--- src/rtl/text_console_ctrl.sv ---
// Text console controller: accepts characters from a CPU-side handshake,
// writes them into a COLS x ROWS word buffer through a shared, granted
// memory port, and handles newline, carriage return, scrolling and
// clear-screen. Every memory access waits for mem_gnt.
module text_console_ctrl #(
  parameter int COLS = 80,
  parameter int ROWS = 30
) (
  input  logic        clk,
  input  logic        rst,
  input  logic        ch_valid,
  input  logic [7:0]  ch_data,
  output logic        ch_ready,
  input  logic        clr_req,
  input  logic        mem_gnt,
  output logic        wr_en,
  output logic [11:0] wr_addr,
  output logic [31:0] wr_data,
  output logic        rd_en,
  output logic [11:0] rd_addr,
  input  logic [31:0] rd_data,
  output logic [6:0]  cur_col,
  output logic [4:0]  cur_row,
  output logic        busy
);

  typedef enum logic [2:0] {IDLE, PUT, SCROLL_RD, SCROLL_WR, FILL} state_t;

  localparam logic [11:0] LAST_ADDR = 12'(COLS * ROWS - 1);
  localparam logic [11:0] LAST_COPY = 12'(COLS * (ROWS - 1) - 1);
  localparam logic [6:0]  LAST_COL  = 7'(COLS - 1);
  localparam logic [4:0]  LAST_ROW  = 5'(ROWS - 1);
  localparam logic [31:0] BLANK     = 32'h20;

  state_t      state, state_nxt;
  logic [6:0]  col, col_nxt;
  logic [4:0]  row, row_nxt;
  logic [11:0] idx, idx_nxt;      // copy index during scroll, fill address in FILL
  logic        pending, pending_nxt;
  logic [7:0]  char_q, char_nxt;
  logic        rd_pend;           // a read was issued last cycle; rd_data is valid now
  logic [31:0] rd_word;
  logic [11:0] cur_addr;

  assign cur_addr = 12'(row) * 12'(COLS) + 12'(col);
  assign cur_col  = col;
  assign cur_row  = row;
  assign busy     = (state != IDLE);
  assign ch_ready = (state == IDLE) && !pending && !rst;

  // State and datapath registers; synchronous reset aborts any operation.
  // NOTE: sequential state uses non-blocking assignments so every register
  // samples the pre-edge values regardless of statement order.
  always_ff @(posedge clk) begin
    if (rst) begin
      state   <= IDLE;
      col     <= '0;
      row     <= '0;
      idx     <= '0;
      pending <= 1'b0;
      char_q  <= '0;
      rd_pend <= 1'b0;
      rd_word <= '0;
    end else begin
      state   <= state_nxt;
      col     <= col_nxt;
      row     <= row_nxt;
      idx     <= idx_nxt;
      pending <= pending_nxt;
      char_q  <= char_nxt;
      rd_pend <= rd_en;
      if (rd_pend) rd_word <= rd_data;
    end
  end

  // Next-state, cursor update and memory port drive.
  always_comb begin
    // NOTE: every output of this block gets a default first so no path
    // leaves a signal unassigned and no latch is inferred.
    state_nxt   = state;
    col_nxt     = col;
    row_nxt     = row;
    idx_nxt     = idx;
    char_nxt    = char_q;
    pending_nxt = pending | (clr_req && state != IDLE);
    wr_en       = 1'b0;
    wr_addr     = '0;
    wr_data     = '0;
    rd_en       = 1'b0;
    rd_addr     = '0;

    case (state)
      IDLE: begin
        if (clr_req || pending) begin
          // Clear wins over a simultaneous character; cursor homes at entry.
          state_nxt   = FILL;
          idx_nxt     = '0;
          col_nxt     = '0;
          row_nxt     = '0;
          pending_nxt = 1'b0;
        end else if (ch_valid) begin
          if (ch_data == 8'h0A) begin
            col_nxt = '0;
            if (row == LAST_ROW) begin
              state_nxt = SCROLL_RD;
              idx_nxt   = '0;
            end else begin
              row_nxt = row + 5'd1;
            end
          end else if (ch_data == 8'h0D) begin
            col_nxt = '0;
          end else begin
            state_nxt = PUT;
            char_nxt  = ch_data;
          end
        end
      end

      PUT: begin
        wr_addr = cur_addr;
        wr_data = {24'h0, char_q};
        if (mem_gnt) begin
          wr_en     = 1'b1;
          state_nxt = IDLE;
          if (col == LAST_COL) begin
            col_nxt = '0;
            if (row == LAST_ROW) begin
              state_nxt = SCROLL_RD;
              idx_nxt   = '0;
            end else begin
              row_nxt = row + 5'd1;
            end
          end else begin
            col_nxt = col + 7'd1;
          end
        end
      end

      SCROLL_RD: begin
        rd_addr = idx + 12'(COLS);
        if (mem_gnt) begin
          rd_en     = 1'b1;
          state_nxt = SCROLL_WR;
        end
      end

      SCROLL_WR: begin
        // Fresh read data is forwarded on the cycle it arrives.
        wr_addr = idx;
        wr_data = rd_pend ? rd_data : rd_word;
        if (mem_gnt) begin
          wr_en     = 1'b1;
          idx_nxt   = idx + 12'd1;
          state_nxt = (idx == LAST_COPY) ? FILL : SCROLL_RD;
        end
      end

      FILL: begin
        wr_addr = idx;
        wr_data = BLANK;
        if (mem_gnt) begin
          wr_en = 1'b1;
          if (idx == LAST_ADDR) state_nxt = IDLE;
          else                  idx_nxt   = idx + 12'd1;
        end
      end

      default: state_nxt = IDLE;
    endcase

    // Reset silences the port in the very cycle it is asserted.
    if (rst) begin
      wr_en   = 1'b0;
      rd_en   = 1'b0;
      wr_addr = '0;
      rd_addr = '0;
      wr_data = '0;
    end
  end

endmodule

--- config.mk ---
export PLATFORM = sky130hd
export DESIGN_NAME = text_console_ctrl
export DESIGN_NICKNAME = d
export VERILOG_FILES = /design/src/rtl/text_console_ctrl.sv
export SDC_FILE = /design/constraint.sdc
export NUM_CORES = 1
export LEC_CHECK = 0
export BUFFER_PORTS_ARGS = -buffer_cell sky130_fd_sc_hd__buf_2
export CELL_PAD_IN_SITES_DETAIL_PLACEMENT = 1
export CELL_PAD_IN_SITES_GLOBAL_PLACEMENT = 2
export CORE_MARGIN = 8
export CORE_UTILIZATION = 33
export CTS_BUF_LIST = sky130_fd_sc_hd__clkbuf_8 sky130_fd_sc_hd__clkbuf_16
export CTS_CLUSTER_DIAMETER = 30
export CTS_CLUSTER_SIZE = 20
export DETAILED_ROUTE_END_ITERATION = 7
export PLACE_DENSITY_LB_ADDON = 0.2
export SLEW_MARGIN = 20
export SYNTH_ARGS = -nofsm -noshare
export SYNTH_HDL_FRONTEND = slang
export SYNTH_SLANG_ARGS = --single-unit
--- constraint.sdc ---
create_clock -name clk -period 4.37 [get_ports clk]
set_clock_uncertainty 0.15 [all_clocks]
set_input_delay 0.6555 -clock clk [delete_from_list [all_inputs] [get_ports clk]]
set_output_delay 0.6555 -clock clk [all_outputs]
set_load 0.02 [all_outputs]
==> results.md <==
- Buffers inserted during clock tree synthesis total 9.
- The net count after synthesis is 578.
- After synthesis, the share of flip-flops with an asynchronous set or reset is 0.
- The post-route antenna net violation count is 0.
- The die is 130 um wide.
- The number of port buffers is 116.
- The total die area is 16900 um2.
- The worst reg-to-reg path cell count is 6.
- The iteration-0 DRC count of the detailed router is 239.
- The DRC violation count after routing is 0.
- The hold slack is 0.314 ns.
- The final number of setup-violating endpoints is 0.
- Measured against its own limit, the worst slew margin works out to 0.355.
- The number of setup buffers added after CTS is 0.
- For this run, the register share of the synthesized area comes to 0.323.
- Adding up every negative setup slack in the final design gives 0 ns.
- Along the worst hold path, the cell count comes to 2.
- The signal on the critical path passes through ha_1 > ha_1 > inv_1 > fa_1 > or4b_2 > o21ai_0 > a22o_1 > buf_2.
- At the worst endpoint, the required time is 3.56 ns.
- The H-tree generated during clock tree synthesis spans 3 levels.
- The synthesized design contains 0 enable-type register cells.
- The count of yosys warnings during synthesis is 0.
- In the synthesized netlist, the number of instances is 515.
- Clock-pin slew was measured on the worst setup and hold paths at 0.06 ns.
- The largest individual stage delay along the critical path comes from the cell sky130_fd_sc_hd__or4b_2.
- The largest stage delay on the critical path is 0.68 ns.
- The area of the multi-input gates is 2710 um2.
- The final estimated routing congestion in global placement is 0.862.
- The category of the critical setup timing path is flip-flop to primary output.
- 117 I/O pins were placed.
- In this run the critical register-to-register path is launched from state[2]$_SDFFE_PP0P_.
- The filler cell count is 1595.
- The worst hold-check path type is flip-flop to flip-flop.
- The data arrival time at the worst-slack endpoint is 3.06 ns.
- The half-perimeter wire length after placement is 11100 um.
- The clock passes through at most 2 buffers.
- The final worst-path cycle share is 0.885.
- The transition time at the pin with the least slew margin is 0.967 ns.
- The area of the mapped netlist is 4280 um2.
- The tree is rooted in a sky130_fd_sc_hd__clkbuf_16.
- The clock latency of the later-clocked register in the worst-skew pair is 0.34 ns.
- The initial core utilization is 0.339.
- The final route contains 4253 vias.
- The worst setup path is captured at a primary output.
- The peak fanout along the critical path is 9.
- Together, buffers and inverters on the worst path number 2.
- The mean post-synth cell area is 8.30 um2.
- The endpoint identified for the worst register-to-register timing path is idx[11]$_SDFFE_PP0P_.
- Setup repair after global routing left no endpoint under its margin.
- The total routing usage reported by global routing is 0.177.
- The maximum number of pins on one net before global-route repair is 97.
- The number of failing hold endpoints at the final stage is 0.
- 0 antenna diodes ended up in the layout.
- The startpoint identified for the worst hold timing path is char_q[6]$_SDFFE_PP0P_.
- The first global-routing pass estimated 23500 um of wire.
- The number of antenna violations at the first check in global routing is 0.
- The path with the worst hold slack has its endpoint at char_q[6]$_SDFFE_PP0P_.
- The via count of the first global-routing pass is 4571.
- The critical path's top delay family is adder cells.
- Counting tap cells, the placed design contains a total of 778 instances.
- The vertical die dimension is 130 um.
- The routed design has 14700 um of wire.
- The final instance count without filler cells is 793.
- The clock tree from TritonCTS is done.
- In the synthesized netlist the dominant register cell turns out to be sky130_fd_sc_hd__dfxtp_1.
- Across the whole layout, storage elements account for 1380 um2.
- From synthesis to final layout, the design area changed by 23.6%.
- In the final layout, the share of cells above drive strength 1 is 0.254.
- The total overflow reported by the global router is 0.
- The count of hold buffers inserted by post-cts repair is 0.
- The flow ran to the end, and the final reports show no timing, DRC or antenna violations.
- The launching element type of the critical path is a flip-flop.
- The area of the placeable core is 12600 um2.
- The floorplan has 41 rows.
- By instance count, the cell type seen most on the critical path is sky130_fd_sc_hd__ha_1.
- Timing would allow up to 0.259 GHz.
- The setup check on the worst reg-to-reg path leaves a slack of 1.74 ns.
- The maximum VDD drop is 184 uV.
- The ratio of routed vias to standard cells is 5.36.
- The final critical-path required period is 3.87 ns.
- The count of distinct cell types in the synthesized netlist is 79.
- The net count of the finished layout is 680.
- The first-pass iteration count of the detailed router is 4.
- Clock tree synthesis found a total of 69 sinks.
- After synthesis the netlist holds a flip-flop and latch count of 69.
- Gates resized during post-CTS repair numbered 0.
- Across the run, the number of max-cap violations was 0.
- The max-slew violation total from the final report came to 0.
- For this design the static power due to leakage is 2.14 nW.
- Power spread over the standard cell area amounts to 355 nW/um2.
- In the final routed layout, each cell accounts on average for 18.5 um.
-- per-layer routing --
| metal | track usage | share of wire | routed length, um | vias to the layer above |
|---|---|---|---|---|
| met5 | 0 | 0 | 0 | - |
| met1 | 0.218 | 0.46 | 6710 | 2060 |
| met2 | 0.307 | 0.49 | 7140 | 87 |
| met4 | 0.0642 | 0.012 | 175 | 0 |
| met3 | 0.0282 | 0.044 | 642 | 11 |
| li1 | - | - | - | 2095 |
-- how the worst max path moves through the flow --
stage | from | to | slack [ns] | cells past startpoint
CTS | cur_row[3]$_SDFFE_PP0P_ | wr_addr[11] | 0.48 | 8
global route | cur_row[3]$_SDFFE_PP0P_ | wr_addr[11] | 0.34 | 8
global placement | cur_row[3]$_SDFFE_PP0P_ | wr_addr[11] | 0.96 | 8
finish | cur_row[3]$_SDFFE_PP0P_ | wr_addr[11] | 0.50 | 8
floorplan | cur_row[3]$_SDFFE_PP0P_ | wr_addr[11] | 0.95 | 7
detailed placement | cur_row[3]$_SDFFE_PP0P_ | wr_addr[11] | 0.85 | 8
-- synthesized netlist by cell type (4+ instances only) --
cell type	n	area (um2)
sky130_fd_sc_hd__nand2_1	23	86.3
sky130_fd_sc_hd__buf_1	6	22.5
sky130_fd_sc_hd__buf_2	4	20.0
sky130_fd_sc_hd__nor3_1	33	165
sky130_fd_sc_hd__and2_1	6	37.5
sky130_fd_sc_hd__nor4_1	4	25.0
sky130_fd_sc_hd__clkbuf_1	18	67.6
sky130_fd_sc_hd__nor2b_1	6	37.5
sky130_fd_sc_hd__inv_1	15	56.3
sky130_fd_sc_hd__dfxtp_1	69	1380
sky130_fd_sc_hd__o22ai_1	4	25.0
sky130_fd_sc_hd__a21oi_1	28	140
sky130_fd_sc_hd__mux2i_1	38	380
sky130_fd_sc_hd__ha_1	16	200
sky130_fd_sc_hd__o21ai_1	5	25.0
sky130_fd_sc_hd__nor2_1	79	297
sky130_fd_sc_hd__nand3_1	15	75.1
sky130_fd_sc_hd__xnor2_1	7	61.3
sky130_fd_sc_hd__o21ai_0	17	85.1
sky130_fd_sc_hd__nand2b_1	4	25.0
sky130_fd_sc_hd__and3_1	6	37.5
sky130_fd_sc_hd__nor3b_1	4	30.0
sky130_fd_sc_hd__o32ai_1	7	61.3
sky130_fd_sc_hd__a41oi_1	6	52.6
sky130_fd_sc_hd__nand4_1	7	43.8
sky130_fd_sc_hd__xor2_1	8	70.1
sky130_fd_sc_hd__a211oi_1	7	52.6
-- cell type report --
type	instances	share of cell area
multi-input combinational	400	0.513
clock buffer	11	0.0478
inverter	17	0.0121
sequential	69	0.261
clock inverter	4	0.00923
tap	172	0.0407
timing repair buffer	120	0.115
-- per-stage QoR --
step	setup slack, ns	utilization	instance area [um2]	total power [mW]
finish	0.504	0.419	5290	1.88
global route	0.339	0.419	5290	1.97
CTS	0.484	0.419	5290	1.90
detailed placement	0.853	0.395	4990	1.14
global placement	0.958	0.395	4990	1.13
floorplan	0.954	-	4280	1.01
-- state kept, by name, summed over array words and instances (netlist names) --
| name | flops |
|---|---|
| cur_row | 5 |
| char_q | 8 |
| pending | 1 |
| idx | 12 |
| rd_pend | 1 |
| state | 3 |
| rd_word | 32 |
| cur_col | 7 |
-- power by group --
group	switching (mW)	internal, mW
registers	0.0439	0.651
logic	0.280	0.156
clock network	0.281	0.468
-- worst register-to-register path, stage by stage, from the launching register on --
cell	delay [ns]
sky130_fd_sc_hd__dfxtp_1	0.70
sky130_fd_sc_hd__nand3b_1	0.24
sky130_fd_sc_hd__buf_4	0.37
sky130_fd_sc_hd__o211ai_1	0.18
sky130_fd_sc_hd__or2_2	0.34
sky130_fd_sc_hd__a31oi_1	0.41
sky130_fd_sc_hd__o2bb2ai_1	0.17
-- cells by family after synthesis --
group	share of synthesized area
and+or+nand+nor	0.261
AOI/OAI and AO/OA	0.198
DFF	0.323
buffers and inverters	0.0424
muxes	0.0889
adders and majority gates	0.0562
xor gates and xnor gates	0.0307
-- cells in the final DEF (no fill, tap or decap), drive strengths merged, types with 16 or more instances in the layout --
cell and instances:
buf 120, dfxtp 69, a21oi 29, nand3 16
ha 16, mux2i 38, nand2 23, o21ai 22
inv 17, nor3 35, nor2 79
Power figures use the tool's default switching activity.
